<file path="src/rtl/fb_pkg.sv">
// Shared definitions for the frame-buffer path: frame geometry, pixel
// field layout and the scheduler FSM encoding. The VGA controller pulls
// FB_FRAME_WORDS from here so both sides agree on the frame size.
package fb_pkg;

    localparam int FB_FRAME_WORDS = 30720;
    localparam int FB_ADDR_W      = 16;
    localparam int FB_PXL_W       = 12;

    // Pixel word layout {R[3:0], G[3:0], B[3:0]}
    localparam int PXL_R_HI = 11;
    localparam int PXL_R_LO = 8;
    localparam int PXL_G_HI = 7;
    localparam int PXL_G_LO = 4;
    localparam int PXL_B_HI = 3;
    localparam int PXL_B_LO = 0;

    typedef enum logic [1:0] {
        ST_IDLE       = 2'd0,
        ST_WAIT_SOF   = 2'd1,
        ST_FILL_FIRST = 2'd2,
        ST_RUN        = 2'd3
    } fb_state_e;

    // Assemble a stored pixel word from its colour fields.
    function automatic logic [FB_PXL_W-1:0] fb_pixel(input logic [3:0] r,
                                                     input logic [3:0] g,
                                                     input logic [3:0] b);
        logic [FB_PXL_W-1:0] p;
        p = {FB_PXL_W{1'b0}};
        p[PXL_R_HI:PXL_R_LO] = r;
        p[PXL_G_HI:PXL_G_LO] = g;
        p[PXL_B_HI:PXL_B_LO] = b;
        return p;
    endfunction

endpackage

</file>
<file path="src/rtl/fb_write_ctrl.sv">
// Capture-side write controller: frame address counter, write-active flag,
// short/overflow detection and the registered BRAM write port.
// A start (SOF) in the same cycle as a valid pixel makes that pixel address 0.
// FRAME_WORDS must not exceed 2**ADDR_W.
module fb_write_ctrl #(
    parameter int FRAME_WORDS = 30720,
    parameter int ADDR_W      = 16,
    parameter int PXL_W       = 12
) (
    input  logic              clk_i,
    input  logic              rst_i,
    input  logic              clear_i,
    input  logic              quiet_i,
    input  logic              start_i,
    input  logic              valid_i,
    input  logic [PXL_W-1:0]  pxl_i,
    output logic              wr_en_o,
    output logic [ADDR_W-1:0] wr_addr_o,
    output logic [PXL_W-1:0]  wr_data_o,
    output logic              frame_done_o,
    output logic              full_o,
    output logic              short_err_o,
    output logic              ovf_err_o
);

    // One extra bit so the count FRAME_WORDS itself is representable.
    localparam int CNT_W = ADDR_W + 1;
    localparam logic [CNT_W-1:0] FULL_CNT = CNT_W'(FRAME_WORDS);
    localparam logic [CNT_W-1:0] LAST_CNT = CNT_W'(FRAME_WORDS - 1);
    localparam logic [CNT_W-1:0] ONE_CNT  = {{(CNT_W-1){1'b0}}, 1'b1};

    logic [CNT_W-1:0]  wr_cnt_q, wr_cnt_d;
    logic              wr_active_q, wr_active_d;
    logic              wr_en_q, wr_en_d;
    logic [ADDR_W-1:0] wr_addr_q, wr_addr_d;
    logic [PXL_W-1:0]  wr_data_q, wr_data_d;
    logic              short_q, short_d;
    logic              ovf_q, ovf_d;

    logic [CNT_W-1:0]  eff_cnt_s;
    logic              eff_active_s;
    logic              room_s;
    logic              accept_s;

    // Effective frame position this cycle, with a concurrent SOF taking effect first.
    always_comb begin
        eff_cnt_s    = start_i ? {CNT_W{1'b0}} : wr_cnt_q;
        eff_active_s = start_i | wr_active_q;
        room_s       = eff_active_s && (eff_cnt_s < FULL_CNT);
        accept_s     = valid_i && !quiet_i && room_s;
        frame_done_o = accept_s && (eff_cnt_s == LAST_CNT);
        full_o       = (wr_cnt_q == FULL_CNT);
    end

    // Next-state for the counter, write port and sticky error flags.
    always_comb begin
        wr_cnt_d    = wr_cnt_q;
        wr_active_d = wr_active_q;
        wr_en_d     = 1'b0;
        wr_addr_d   = wr_addr_q;
        wr_data_d   = wr_data_q;
        short_d     = short_q;
        ovf_d       = ovf_q;

        if (clear_i) begin
            wr_cnt_d    = {CNT_W{1'b0}};
            wr_active_d = 1'b0;
            wr_addr_d   = {ADDR_W{1'b0}};
            wr_data_d   = {PXL_W{1'b0}};
        end else if (accept_s) begin
            wr_en_d     = 1'b1;
            wr_addr_d   = eff_cnt_s[ADDR_W-1:0];
            wr_data_d   = pxl_i;
            wr_cnt_d    = eff_cnt_s + ONE_CNT;
            wr_active_d = !frame_done_o;
        end else if (start_i) begin
            wr_cnt_d    = {CNT_W{1'b0}};
            wr_active_d = 1'b1;
        end else begin
            wr_cnt_d    = wr_cnt_q;
            wr_active_d = wr_active_q;
        end

        if (!clear_i && start_i && wr_active_q && (wr_cnt_q < FULL_CNT)) begin
            short_d = 1'b1;
        end else begin
            short_d = short_q;
        end

        if (valid_i && !quiet_i && !room_s) begin
            ovf_d = 1'b1;
        end else begin
            ovf_d = ovf_q;
        end
    end

    // Register bank with synchronous reset.
    always_ff @(posedge clk_i) begin
        if (rst_i) begin
            wr_cnt_q    <= {CNT_W{1'b0}};
            wr_active_q <= 1'b0;
            wr_en_q     <= 1'b0;
            wr_addr_q   <= {ADDR_W{1'b0}};
            wr_data_q   <= {PXL_W{1'b0}};
            short_q     <= 1'b0;
            ovf_q       <= 1'b0;
        end else begin
            wr_cnt_q    <= wr_cnt_d;
            wr_active_q <= wr_active_d;
            wr_en_q     <= wr_en_d;
            wr_addr_q   <= wr_addr_d;
            wr_data_q   <= wr_data_d;
            short_q     <= short_d;
            ovf_q       <= ovf_d;
        end
    end

    assign wr_en_o     = wr_en_q;
    assign wr_addr_o   = wr_addr_q;
    assign wr_data_o   = wr_data_q;
    assign short_err_o = short_q;
    assign ovf_err_o   = ovf_q;

endmodule

</file>
<file path="src/rtl/fb_bank_scheduler.sv">
// Ping-pong frame-buffer scheduler. Capture writes the back bank, VGA scans
// the front bank; banks swap only at a VGA end-of-frame when a complete back
// frame is waiting, and VGA timing stays off until the first frame is stored.
module fb_bank_scheduler
    import fb_pkg::*;
#(
    parameter int FRAME_WORDS = FB_FRAME_WORDS,
    parameter int ADDR_W      = FB_ADDR_W,
    parameter int PXL_W       = FB_PXL_W
) (
    input  logic              CLK_25_I,
    input  logic              RST_I,
    input  logic              ENABLE_I,
    input  logic              CAP_SOF_I,
    input  logic              CAP_VALID_I,
    input  logic [PXL_W-1:0]  CAP_PXL_I,
    input  logic              VGA_EOF_I,
    output logic              WR_EN_O,
    output logic              WR_BANK_O,
    output logic [ADDR_W-1:0] WR_ADDR_O,
    output logic [PXL_W-1:0]  WR_DATA_O,
    output logic              RD_BANK_O,
    output logic              VGA_EN_O,
    output logic              DROP_O,
    output logic              SHORT_ERR_O,
    output logic              OVF_ERR_O
);

    fb_state_e state_q, state_d;
    logic      rd_bank_q, rd_bank_d;
    logic      wr_bank_q, wr_bank_d;
    logic      vga_en_q, vga_en_d;
    logic      back_ready_q, back_ready_d;
    logic      drop_q, drop_d;

    logic      wc_clear_s;
    logic      wc_quiet_s;
    logic      wc_start_s;
    logic      wc_frame_done_s;
    logic      wc_full_s;

    fb_write_ctrl #(
        .FRAME_WORDS (FRAME_WORDS),
        .ADDR_W      (ADDR_W),
        .PXL_W       (PXL_W)
    ) u_write_ctrl (
        .clk_i        (CLK_25_I),
        .rst_i        (RST_I),
        .clear_i      (wc_clear_s),
        .quiet_i      (wc_quiet_s),
        .start_i      (wc_start_s),
        .valid_i      (CAP_VALID_I),
        .pxl_i        (CAP_PXL_I),
        .wr_en_o      (WR_EN_O),
        .wr_addr_o    (WR_ADDR_O),
        .wr_data_o    (WR_DATA_O),
        .frame_done_o (wc_frame_done_s),
        .full_o       (wc_full_s),
        .short_err_o  (SHORT_ERR_O),
        .ovf_err_o    (OVF_ERR_O)
    );

    // Writer control: idle/disabled clears it, pixels before a first SOF are ignored silently.
    always_comb begin
        wc_clear_s = !ENABLE_I || (state_q == ST_IDLE);
        wc_quiet_s = wc_clear_s || ((state_q == ST_WAIT_SOF) && !CAP_SOF_I);
        wc_start_s = ENABLE_I && CAP_SOF_I && (state_q != ST_IDLE);
    end

    // FSM next state, bank select, back-frame bookkeeping and drop pulse.
    always_comb begin
        state_d      = state_q;
        rd_bank_d    = rd_bank_q;
        wr_bank_d    = wr_bank_q;
        vga_en_d     = vga_en_q;
        back_ready_d = back_ready_q;
        drop_d       = 1'b0;

        if (!ENABLE_I) begin
            state_d      = ST_IDLE;
            rd_bank_d    = 1'b1;
            wr_bank_d    = 1'b0;
            vga_en_d     = 1'b0;
            back_ready_d = 1'b0;
        end else begin
            case (state_q)
                ST_IDLE: begin
                    state_d      = ST_WAIT_SOF;
                    rd_bank_d    = 1'b1;
                    wr_bank_d    = 1'b0;
                    vga_en_d     = 1'b0;
                    back_ready_d = 1'b0;
                end
                ST_WAIT_SOF: begin
                    if (CAP_SOF_I) begin
                        state_d = ST_FILL_FIRST;
                    end else begin
                        state_d = ST_WAIT_SOF;
                    end
                end
                ST_FILL_FIRST: begin
                    // First frame is complete: show it and start the display.
                    if (wc_full_s) begin
                        rd_bank_d = ~rd_bank_q;
                        wr_bank_d = ~wr_bank_q;
                        vga_en_d  = 1'b1;
                        state_d   = ST_RUN;
                    end else begin
                        state_d   = ST_FILL_FIRST;
                    end
                end
                ST_RUN: begin
                    // Swap beats a concurrent SOF; an unswapped ready frame is overwritten.
                    if (VGA_EOF_I && back_ready_q) begin
                        rd_bank_d    = ~rd_bank_q;
                        wr_bank_d    = ~wr_bank_q;
                        back_ready_d = 1'b0;
                    end else if (CAP_SOF_I && back_ready_q) begin
                        back_ready_d = 1'b0;
                        drop_d       = 1'b1;
                    end else if (wc_frame_done_s) begin
                        back_ready_d = 1'b1;
                    end else begin
                        back_ready_d = back_ready_q;
                    end
                end
                default: begin
                    state_d = ST_IDLE;
                end
            endcase
        end
    end

    // State and output registers with synchronous reset.
    always_ff @(posedge CLK_25_I) begin
        if (RST_I) begin
            state_q      <= ST_IDLE;
            rd_bank_q    <= 1'b1;
            wr_bank_q    <= 1'b0;
            vga_en_q     <= 1'b0;
            back_ready_q <= 1'b0;
            drop_q       <= 1'b0;
        end else begin
            state_q      <= state_d;
            rd_bank_q    <= rd_bank_d;
            wr_bank_q    <= wr_bank_d;
            vga_en_q     <= vga_en_d;
            back_ready_q <= back_ready_d;
            drop_q       <= drop_d;
        end
    end

    assign RD_BANK_O = rd_bank_q;
    assign WR_BANK_O = wr_bank_q;
    assign VGA_EN_O  = vga_en_q;
    assign DROP_O    = drop_q;

endmodule

</file>
<file path="config.mk">
export PLATFORM = sky130hd
export DESIGN_NAME = fb_bank_scheduler
export DESIGN_NICKNAME = d
export VERILOG_FILES = /design/src/rtl/fb_pkg.sv /design/src/rtl/fb_write_ctrl.sv /design/src/rtl/fb_bank_scheduler.sv
export SDC_FILE = /design/constraint.sdc
export NUM_CORES = 1
export LEC_CHECK = 0
export BUFFER_PORTS_ARGS = -buffer_cell sky130_fd_sc_hd__buf_2
export CORE_MARGIN = 2
export CORE_UTILIZATION = 40
export DETAILED_ROUTE_END_ITERATION = 8
export PLACE_DENSITY = 0.71
export SLEW_MARGIN = 20
export SYNTH_ARGS = -nofsm -noshare
export SYNTH_HDL_FRONTEND = slang
export SYNTH_SLANG_ARGS = --single-unit
</file>
<file path="constraint.sdc">
create_clock -name CLK_25_I -period 2.4 [get_ports CLK_25_I]
set_input_delay 0.24 -clock CLK_25_I [delete_from_list [all_inputs] [get_ports CLK_25_I]]
set_output_delay 0.24 -clock CLK_25_I [all_outputs]
set_load 0.02 [all_outputs]
</file>
==> results of run 1 <==
flip-flops by register name (all words and copies together) (netlist names):
register / flops
u_write_ctrl.wr_cnt_q: 17
u_write_ctrl.ovf_err_o: 1
VGA_EN_O: 1
u_write_ctrl.wr_data_o: 12
u_write_ctrl.wr_addr_o: 16
u_write_ctrl.wr_active_q: 1
back_ready_q: 1
RD_BANK_O: 1
u_write_ctrl.short_err_o: 1
state_q: 2
WR_BANK_O: 1
DROP_O: 1
u_write_ctrl.wr_en_o: 1
layout by cell type, fill, tap and decap left out, drive strengths merged, types with 2 or more instances in the layout:
cell	count
buf	64
dfxtp	56
a21oi	41
o21ai	32
nand3	27
nand2	18
nand4	15
or3	9
mux2i	8
and3	8
nor2	7
ha	7
nor3b	7
inv	6
o31ai	5
clkbuf	5
and2	4
a21o	3
nor4	3
nor3	3
or4	3
and3b	3
nor4b	2
and4	2
a31oi	2
nor2b	2
nand4b	2
or2b	2
critical path, delay by kind of cell (launching register included):
family          cells  cell delay (ps)
simple gates        4              820
fa+ha+maj           2              490
flops               1              370
compound gates      1              330
buf+inv             1              110
final timing paths:
path	endpoint	slack [ps]
min	DROP_O	120
max	back_ready_q	190
max reg2reg	back_ready_q	190
min reg2reg	u_write_ctrl.wr_data_o[0]	480
area by class of cell:
class,count,area share
Sequential cell,56,0.3630
Timing Repair Buffer,64,0.1175
Clock buffer,5,0.02229
Clock inverter,3,0.006888
Multi-Input combinational cell,225,0.4530
Inverter,5,0.006078
Tap cell,77,0.03120
timing repair:
action / 4_1_cts / 5_1_grt
cloned: 0 / 0
setup endpoints to repair: 1 / 3
resized for setup: 1 / 2
kinds of logic after synthesis:
| logic type | count (synthesis) | share of synthesized area |
|---|---|---|
| AOI/OAI and AO/OA | 88 | 0.1839 |
| adders and majority gates | 7 | 0.03327 |
| buffers and inverters | 27 | 0.04800 |
| DFF | 56 | 0.4259 |
| muxes | 9 | 0.03470 |
| and+or+nand+nor | 121 | 0.2742 |
power breakdown:
| group | switching [mW] | internal, mW |
|---|---|---|
| Combinational | 0.0501 | 0.0287 |
| Sequential | 0.00183 | 0.930 |
| Clock | 0.329 | 0.208 |
routing by layer:
layer  part of all wire  up-vias  wire length (µm)
li1                   -     1237                 -
met1               0.46     1173              3148
met2               0.47       54              3219
met3              0.049        8               336
met4              0.013        0                87
met5                  0        -                 0
==> summary.md, run 1 <==
| Metric | Value |
|---|---|
| Outcome | completed |
| Final TNS setup | 0 ps |
| Startpoint type of the worst setup path | flop |
| Drt initial violations | 169 |
| Cell row count | 29 |
| Area fraction of the dominant cell type after synthesis | 0.4259 |
| Root Buffer | sky130_fd_sc_hd__clkbuf_8 |
| Area overhead of the layout relative to synthesis | 17.30% |
| Slew @ Worst Pin | 603.5 ps |
| Most used standard cells in the synthesized netlist | sky130_fd_sc_hd__dfxtp_1, sky130_fd_sc_hd__a21oi_1, sky130_fd_sc_hd__o21ai_0 |
| Cell with the most instances after synthesis | sky130_fd_sc_hd__dfxtp_1 |
| Depth of the most critical reg-to-reg path | 8 |
| Post-Place Setup Slack | 31.13 ps |
| Post-route insts no fill | 435 |
| Clock latency reported for the late side of the worst-skew pair | 320 ps |
| Peak supply drop | 0.3175 mV |
| Grt peak-use layer | met2 |
| Pin count of the biggest net entering global routing | 29 |
| Total number of nets in the final design | 382 |
| Cell area after synthesis | 2633 µm² |
| Die H | 85.13 µm |
| Number of buffers created by CTS | 5 |
| Count of unresolved DRC violations after routing | 0 |
| Post-layout minimum cycle time | 2207 ps |
| GR Layer Usage met3 | 0.04572 |
| Number of global-route vias before repair | 2480 |
| Clock slew at reported path FFs | 100 ps |
| Number of setup violations in the final report | 0 |
| Count of antenna diodes in the layout | 0 |
| Number of buffers on the longest clock path | 2 |
| Largest area contributor in the netlist | sky130_fd_sc_hd__dfxtp_1 |
| X dimension of the die | 85.13 µm |
| Final worst setup slack | 193.4 ps |
| Count of input and output buffers | 52 |
| Most common cell type on the critical path | sky130_fd_sc_hd__ha_1 |
| PwrDens | 501.5 nW/µm² |
| Unrepaired setup endpoints after global routing | no |
| Number of nets with antenna violations after detailed routing | 0 |
| Delay contributed by the slowest stage of the critical path | 370 ps |
| Data arrival time of the critical path | 2430 ps |
| Area of the multi-input gates | 1399 µm² |
| Number of setup buffers added after CTS | 0 |
| Antenna violations before repair | 0 |
| Cell leakage power | 1.156 nW |
| Global-route wire length before repair | 11480 µm |
| Pins Over Slew Limit | 0 |
| Warnings, synthesis | 0 |
| Relative slew margins | 0.5968 |
| Total Routed Length | 6791 µm |
| DP Area | 2984 µm² |
| Type of element capturing the critical path | flop |
| Sequence of cells on the critical path | inv_1, ha_1, nand3b_1, and2_1, ha_1, and3_2, nand3_2, o41ai_1 |
| Met1 usage | 0.2552 |
| Number of search-and-repair iterations in the first detailed-routing pass | 4 |
| Critical path launch point | state_q[0] |
| Area of the core region | 6350 µm² |
| Number of cells on the worst hold path | 2 |
| Area of all sequential standard cells | 1121 µm² |
| Net count of the mapped netlist | 333 |
| Number of enable-type register cells in the synthesized netlist | 0 |
| Fill cell count | 612 |
| Hold slack final | 122.4 ps |
| Fraction of synthesis flops using an asynchronous set or reset pin | 0 |
| Power after layout | 1.549 mW |
| Count of vias placed by the detailed router | 2472 |
| Finished Cell Area | 3088 µm² |
| Slowest stage cell, crit path | sky130_fd_sc_hd__dfxtp_1 |
| Post-route core utilization | 0.4863 |
| Share of the clock period used by the worst path | 0.9194 |
| Met2 track demand over resource in global routing | 0.3168 |
| Gpl congestion | 0.9008 |
| Clock tree from TritonCTS | done |
| Seq cells post-synth | 56 |
| Distinct cells, synth | 47 |
| Register area share after synthesis | 0.4259 |
| Detailed-route wire length per cell | 15.61 µm |
| Post-cts hold buffer count | 0 |
| Worst min-delay path category | primary input to flop |
| Estimated wirelength of the detail-placed design | 4668 µm |
| Residual overflow from global routing | 0 |
| Total count of hold-check failures in the final report | 0 |
| Type of the worst setup path | flop to flop |
| Most area-consuming cells after synthesis | sky130_fd_sc_hd__dfxtp_1, sky130_fd_sc_hd__a21oi_1, sky130_fd_sc_hd__o21ai_0 |
| Critical-path maximum fanout | 6 |
| Top flip-flop cell by instance count after synthesis | sky130_fd_sc_hd__dfxtp_1 |
| Effective utilization at floorplan | 0.4146 |
| Synthesized netlist cell count | 308 |
| Total track usage | 0.1938 |
| Peak Freq | 453.2 MHz |
| Critical path required time | 2620 ps |
| Origin of the worst min-delay path | VGA_EOF_I |
| Mapped Avg Cell Area | 8.547 µm² |
| Number of violations of the max-capacitance limit | 0 |
| Setup skew after layout | 11.75 ps |
| Critical R2R Launch | state_q[0] |
| Layout cell share with drive strength beyond 1 | 0.2318 |
| Die footprint | 7246 µm² |
| I/O Pins | 53 |
| Via density per instance | 5.683 |
| Placed cell count | 427 |
| CTS sink cnt | 56 |
| Max H-tree Level | 2 |
No activity file was read; power rests on OpenSTA's default activity.
==> run 2: changes to the inputs <==
--- a/config.mk
+++ b/config.mk
@@ -10,6 +10,7 @@
 export CORE_UTILIZATION = 40
 export DETAILED_ROUTE_END_ITERATION = 8
 export PLACE_DENSITY = 0.71
+export SETUP_SLACK_MARGIN = 0.5
 export SLEW_MARGIN = 20
 export SYNTH_ARGS = -nofsm -noshare
 export SYNTH_HDL_FRONTEND = slang
==> summary.md, run 2 (synthesis results as in run 1) <==
| Metric | Value |
|---|---|
| Total number of nets in the final design | 395 |
| Worst min-delay path category | primary input to flop |
| Number of global-route vias before repair | 2287 |
| Drt initial violations | 215 |
| Critical path buffer and inverter count | 1 |
| Total Routed Length | 6950 µm |
| Pins Over Slew Limit | 0 |
| Post-layout minimum cycle time | 1858 ps |
| Cell leakage power | 1.248 nW |
| Peak Freq | 538.2 MHz |
| Sequence of cells on the critical path | buf_4, ha_1, nor3b_2, nand3_2, nor3_1, mux2i_1 |
| Count of input and output buffers | 52 |
| Total track usage | 0.1879 |
| X dimension of the die | 85.13 µm |
| Via density per instance | 5.694 |
| Detailed-route wire length per cell | 15.51 µm |
| Peak supply drop | 0.3099 mV |
| Count of vias placed by the detailed router | 2551 |
| Switch share | 0.2238 |
| Fill cell count | 602 |
| PwrDens | 512.9 nW/µm² |
| Number of buffers created by CTS | 5 |
| Pin count of the biggest net entering global routing | 24 |
| Number of nets with antenna violations after detailed routing | 0 |
| Reg power frac | 0.552 |
| Final TNS setup | 0 ps |
| Startpoint type of the worst setup path | flop |
| Number of setup violations in the final report | 0 |
| Critical path required time | 2630 ps |
| Slowest stage cell, crit path | sky130_fd_sc_hd__dfxtp_4 |
| Most frequent cells in the layout | sky130_fd_sc_hd__dfxtp_1, sky130_fd_sc_hd__buf_2, sky130_fd_sc_hd__a21oi_1, sky130_fd_sc_hd__o21ai_0, sky130_fd_sc_hd__nand3_1 |
| Placed cell count | 426 |
| Clock latency reported for the late side of the worst-skew pair | 320 ps |
| Setup skew after layout | 14.81 ps |
| Number of buffers on the longest clock path | 2 |
| CTS sink cnt | 56 |
| Area overhead of the layout relative to synthesis | 25.10% |
| Logic gate share of total power | 0.056 |
| Cell row count | 29 |
| Clock slew at reported path FFs | 90 ps |
| Root Buffer | sky130_fd_sc_hd__clkbuf_8 |
| Share of the clock period used by the worst path | 0.7742 |
| Top reg by flops | u_write_ctrl.wr_cnt_q |
| Critical-path maximum fanout | 5 |
| DP Area | 2999 µm² |
| Type of the worst setup path | flop to flop |
| Count of antenna diodes in the layout | 0 |
| Delay contributed by the slowest stage of the critical path | 370 ps |
| Relative slew margins | 0.6843 |
| I/O Pins | 53 |
| Total internal power | 1.311 mW |
| Effective utilization at floorplan | 0.4146 |
| Total count of hold-check failures in the final report | 0 |
| Residual overflow from global routing | 0 |
| Most common cell after layout, fill and taps aside | sky130_fd_sc_hd__dfxtp_1 |
| Die footprint | 7246 µm² |
| Clock tree from TritonCTS | done |
| Estimated wirelength of the detail-placed design | 4653 µm |
| Global-route wire length before repair | 11090 µm |
| Worst path top cell family by delay | simple AND/OR/NAND/NOR gates |
| Max reg flops | 17 |
| Die H | 85.13 µm |
| Number of search-and-repair iterations in the first detailed-routing pass | 4 |
| Share of power burned in the clock network | 0.392 |
| Data arrival time of the critical path | 2080 ps |
| Unrepaired setup endpoints after global routing | yes |
| Area of the multi-input gates | 1470 µm² |
| Max H-tree Level | 2 |
| Outcome | completed |
| Area of all sequential standard cells | 1126 µm² |
| Antenna violations before repair | 0 |
| Slew @ Worst Pin | 471.4 ps |
| Number of violations of the max-capacitance limit | 0 |
| Layout cell share with drive strength beyond 1 | 0.3019 |
| Count of unresolved DRC violations after routing | 0 |
| Gpl congestion | 0.8694 |
| Post-route insts no fill | 448 |
| Type of element capturing the critical path | flop |
| Area of the core region | 6350 µm² |
| Sw Pwr | 0.3780 mW |
| Finished Cell Area | 3293 µm² |
-- run 2: worst reg2reg max path: stages (launching register included) --
cell                      delay (ps)
sky130_fd_sc_hd__dfxtp_4         370
sky130_fd_sc_hd__buf_4           140
sky130_fd_sc_hd__ha_1            220
sky130_fd_sc_hd__nor3b_2         260
sky130_fd_sc_hd__nand3_2         200
sky130_fd_sc_hd__nor3_1          320
sky130_fd_sc_hd__mux2i_1         270
-- run 2: final cells by class --
cell class                 count  area share
multi-input combinational    225      0.4464
sequential                    56      0.3419
timing repair buffer          77      0.1383
tap                           77     0.02926
clock buffer                   6     0.02508
clock inverter                 2     0.01178
inverter                       5    0.007219
-- run 2: path summary, 6_finish.rpt --
kind,start,endpoint,slack [ps],cells after the start
worst max register to register,state_q[0],u_write_ctrl.wr_cnt_q[9],540,6
worst min-delay path,VGA_EOF_I,DROP_O,140,2
worst max-delay path,state_q[0],u_write_ctrl.wr_cnt_q[9],540,6
worst min register to register,u_write_ctrl.wr_data_o[6],u_write_ctrl.wr_data_o[6],480,2
-- run 2: repair_timing --
action,in CTS,in global routing
pin swaps,0,6
buffers inserted,0,14
hold buffers,0,0
resized for setup,5,13
setup endpoints to repair,28,36
-- run 2: power groups by stage --
stage | clock [mW] | sequential [mW] | combinational [mW]
6_report | 0.662 | 0.932 | 0.0951
4_1_cts | 0.670 | 0.933 | 0.0822
3_5_place_dp | 0 | 0.954 | 0.0803
3_3_place_gp | 0 | 0.954 | 0.0794
5_1_grt | 0.705 | 0.932 | 0.103
2_1_floorplan | 0 | 0.955 | 0.0474
-- run 2: routing by layer --
metal | GRT usage | wire [µm] | part of all wire
met1 | 0.2704 | 3196 | 0.46
met2 | 0.2955 | 3278 | 0.47
met3 | 0.03502 | 363 | 0.052
met4 | 0.03896 | 111 | 0.016
met5 | 0 | 0 | 0
-- run 2: metrics by stage --
| stage | hold slack [ps] | worst slack (ps) | util | total power [mW] |
|---|---|---|---|---|
| floorplan | 312.4 | 520.1 | - | 1.002 |
| global placement | 459.6 | 477.0 | 0.4723 | 1.033 |
| detailed placement | 455.7 | 404.3 | 0.4723 | 1.034 |
| CTS | 136.3 | 482.1 | 0.4938 | 1.684 |
| global route | 154.1 | 452.2 | 0.5186 | 1.740 |
| finish | 139.2 | 542.0 | 0.5186 | 1.689 |
==> run 3: changes to the inputs <==
--- a/config.mk
+++ b/config.mk
@@ -9,7 +9,7 @@
 export CORE_MARGIN = 2
 export CORE_UTILIZATION = 40
 export DETAILED_ROUTE_END_ITERATION = 8
-export PLACE_DENSITY = 0.71
+export PLACE_DENSITY = 0.74
 export SETUP_SLACK_MARGIN = 0.5
 export SLEW_MARGIN = 20
 export SYNTH_ARGS = -nofsm -noshare
==> constraint.sdc (replaced) <==
create_clock -name CLK_25_I -period 1.55 [get_ports CLK_25_I]
set_input_delay 0.155 -clock CLK_25_I [delete_from_list [all_inputs] [get_ports CLK_25_I]]
set_output_delay 0.155 -clock CLK_25_I [all_outputs]
set_load 0.02 [all_outputs]
==> summary.md, run 3 (synthesis results as in run 1) <==
| Metric | Value |
|---|---|
| Most common cell type on the critical path | sky130_fd_sc_hd__ha_4 |
| Slowest stage cell, crit path | sky130_fd_sc_hd__or4_1 |
| Area overhead of the layout relative to synthesis | 70.77% |
| Top reg by flops | u_write_ctrl.wr_cnt_q |
| Number of buffers created by CTS | 5 |
| CTS sink cnt | 56 |
| Total Routed Length | 10890 µm |
| Critical-path maximum fanout | 6 |
| Layout cell share with drive strength beyond 1 | 0.6089 |
| Sequence of cells on the critical path | inv_4, ha_4, nand3b_1, and2_4, ha_4, nand3_2, or4_1, a21oi_1 |
| Clock tree from TritonCTS | done |
| Most frequent cells in the layout | sky130_fd_sc_hd__buf_2, sky130_fd_sc_hd__buf_4, sky130_fd_sc_hd__dfxtp_1, sky130_fd_sc_hd__buf_6, sky130_fd_sc_hd__a21oi_1 |
| Outcome | complete, but fails checks |
| Setup skew after layout | 8.800 ps |
| Count of input and output buffers | 52 |
| Pins Over Slew Limit | 0 |
| Max H-tree Level | 2 |
| Delay contributed by the slowest stage of the critical path | 520 ps |
| Violations in the final reports | negative setup slack |
| Effective utilization at floorplan | 0.4146 |
| Data arrival time of the critical path | 2280 ps |
| Area of the core region | 6350 µm² |
| Cell row count | 29 |
| Residual overflow from global routing | 0 |
| Cell leakage power | 1.768 nW |
| Unrepaired setup endpoints after global routing | yes |
| Die footprint | 7246 µm² |
| Total number of nets in the final design | 451 |
| Critical path required time | 1810 ps |
| Share of power burned in the clock network | 0.375 |
| X dimension of the die | 85.13 µm |
| Slew @ Worst Pin | 321.1 ps |
| Number of setup violations in the final report | 51 |
| Fill cell count | 393 |
| Area of all sequential standard cells | 1137 µm² |
| Number of buffers on the longest clock path | 2 |
| Area of the multi-input gates | 1988 µm² |
| Peak Freq | 495.2 MHz |
| Worst min-delay path category | primary input to flop |
| Type of element capturing the critical path | flop |
| Total internal power | 2.064 mW |
| Finished Cell Area | 4496 µm² |
| Antenna violations before repair | 0 |
| Peak supply drop | 0.5520 mV |
| Root Buffer | sky130_fd_sc_hd__clkbuf_8 |
| Switch share | 0.2518 |
| Die H | 85.13 µm |
| Clock latency reported for the late side of the worst-skew pair | 330 ps |
| Count of antenna diodes in the layout | 0 |
| Global-route wire length before repair | 14730 µm |
| Clock slew at reported path FFs | 110 ps |
| Placed cell count | 460 |
| Startpoint type of the worst setup path | flop |
| Number of global-route vias before repair | 2896 |
| Total track usage | 0.2566 |
| Gpl congestion | 0.9279 |
| Drt initial violations | 402 |
| Relative slew margins | 0.7860 |
| Hold slack final | 29.56 ps |
| Count of vias placed by the detailed router | 3201 |
| Via density per instance | 6.351 |
| Most common cell after layout, fill and taps aside | sky130_fd_sc_hd__buf_2 |
| I/O Pins | 53 |
| Number of nets with antenna violations after detailed routing | 0 |
| Count of unresolved DRC violations after routing | 0 |
| Type of the worst setup path | flop to flop |
| Logic gate share of total power | 0.102 |
| Total count of hold-check failures in the final report | 0 |
| Post-layout minimum cycle time | 2019 ps |
| Number of search-and-repair iterations in the first detailed-routing pass | 5 |
| Post-route core utilization | 0.7080 |
| Reg power frac | 0.523 |
| Sw Pwr | 0.6944 mW |
| Share of the clock period used by the worst path | 1.303 |
| Max reg flops | 17 |
| PwrDens | 613.5 nW/µm² |
| Estimated wirelength of the detail-placed design | 5006 µm |
| Pin count of the biggest net entering global routing | 33 |
| Final worst setup slack | -469.5 ps |
| Number of violations of the max-capacitance limit | 0 |
| Post-route insts no fill | 504 |
| DP Area | 3321 µm² |
| Detailed-route wire length per cell | 21.60 µm |
-- run 3: cell types whose count changed in the layout (fill, tap and decap cells not counted), moves of 11 or more --
cell                      change
sky130_fd_sc_hd__dfxtp_1     -11
sky130_fd_sc_hd__o21ai_0     -26
sky130_fd_sc_hd__buf_4       +23
sky130_fd_sc_hd__buf_6       +23
sky130_fd_sc_hd__dfxtp_2     +12
sky130_fd_sc_hd__o21ai_2     +21
sky130_fd_sc_hd__a21oi_2     +16
sky130_fd_sc_hd__nand3_1     -12
sky130_fd_sc_hd__a21oi_1     -18
-- run 3: cell type report --
class	count	area share
Tap cell	77	0.02143
Inverter	5	0.004731
Sequential cell	56	0.2530
Multi-Input combinational cell	226	0.4422
Timing Repair Buffer	132	0.2530
Clock buffer	5	0.01531
Clock inverter	3	0.01030
-- run 3: per-layer routing --
layer  track usage  part of all wire  vias to the layer above
met5             0                 0                        -
met4        0.1270             0.047                        0
met3       0.05253             0.086                       61
met2        0.4219              0.48                      236
met1        0.3194              0.39                     1522
li1              -                 -                     1382
-- run 3: path summary, 6_finish.rpt --
path / from / end / slack [ps] / depth (start not counted)
worst min register to register: u_write_ctrl.wr_data_o[11] / u_write_ctrl.wr_data_o[11] / 460 / 2
worst max register to register: state_q[1] / u_write_ctrl.wr_cnt_q[4] / -470 / 8
worst min-delay path: VGA_EOF_I / DROP_O / 30 / 2
worst max-delay path: state_q[1] / u_write_ctrl.wr_cnt_q[4] / -470 / 8
-- run 3: stage by stage --
stage               power, mW  TNS [ps]  setup slack [ps]
global placement        1.629     -4869            -186.2
floorplan               1.560     -3394            -326.1
CTS                     2.688     -5372            -231.2
finish                  2.758     -9698            -469.5
detailed placement      1.632     -6937            -248.4
global route            2.830    -12300            -506.0
-- run 3: timing repair --
action                     in CTS  in global routing
setup endpoints to repair      57                 62
hold buffers                    0                  0
pin swaps                      50                 56
cloned                          7                  0
setup buffers                  17                 12
resized for setup             102                 89
-- run 3: critical path, delay by kind of cell (launching register included) --
kind                       cells  cell delay [ps]
and+or+nand+nor                4             1020
AOI/OAI and AO/OA              1              190
buffers and inverters          1               70
adders and majority gates      2              320
DFF                            1              350
-- run 3: power groups by stage --
| stage | Combinational [mW] | Sequential [mW] | Clock, mW |
|---|---|---|---|
| finish | 0.282 | 1.44 | 1.03 |
| global route | 0.293 | 1.44 | 1.09 |
| CTS | 0.229 | 1.44 | 1.02 |
| detailed placement | 0.156 | 1.48 | 0 |
| global placement | 0.153 | 1.48 | 0 |
| floorplan | 0.0825 | 1.48 | 0 |
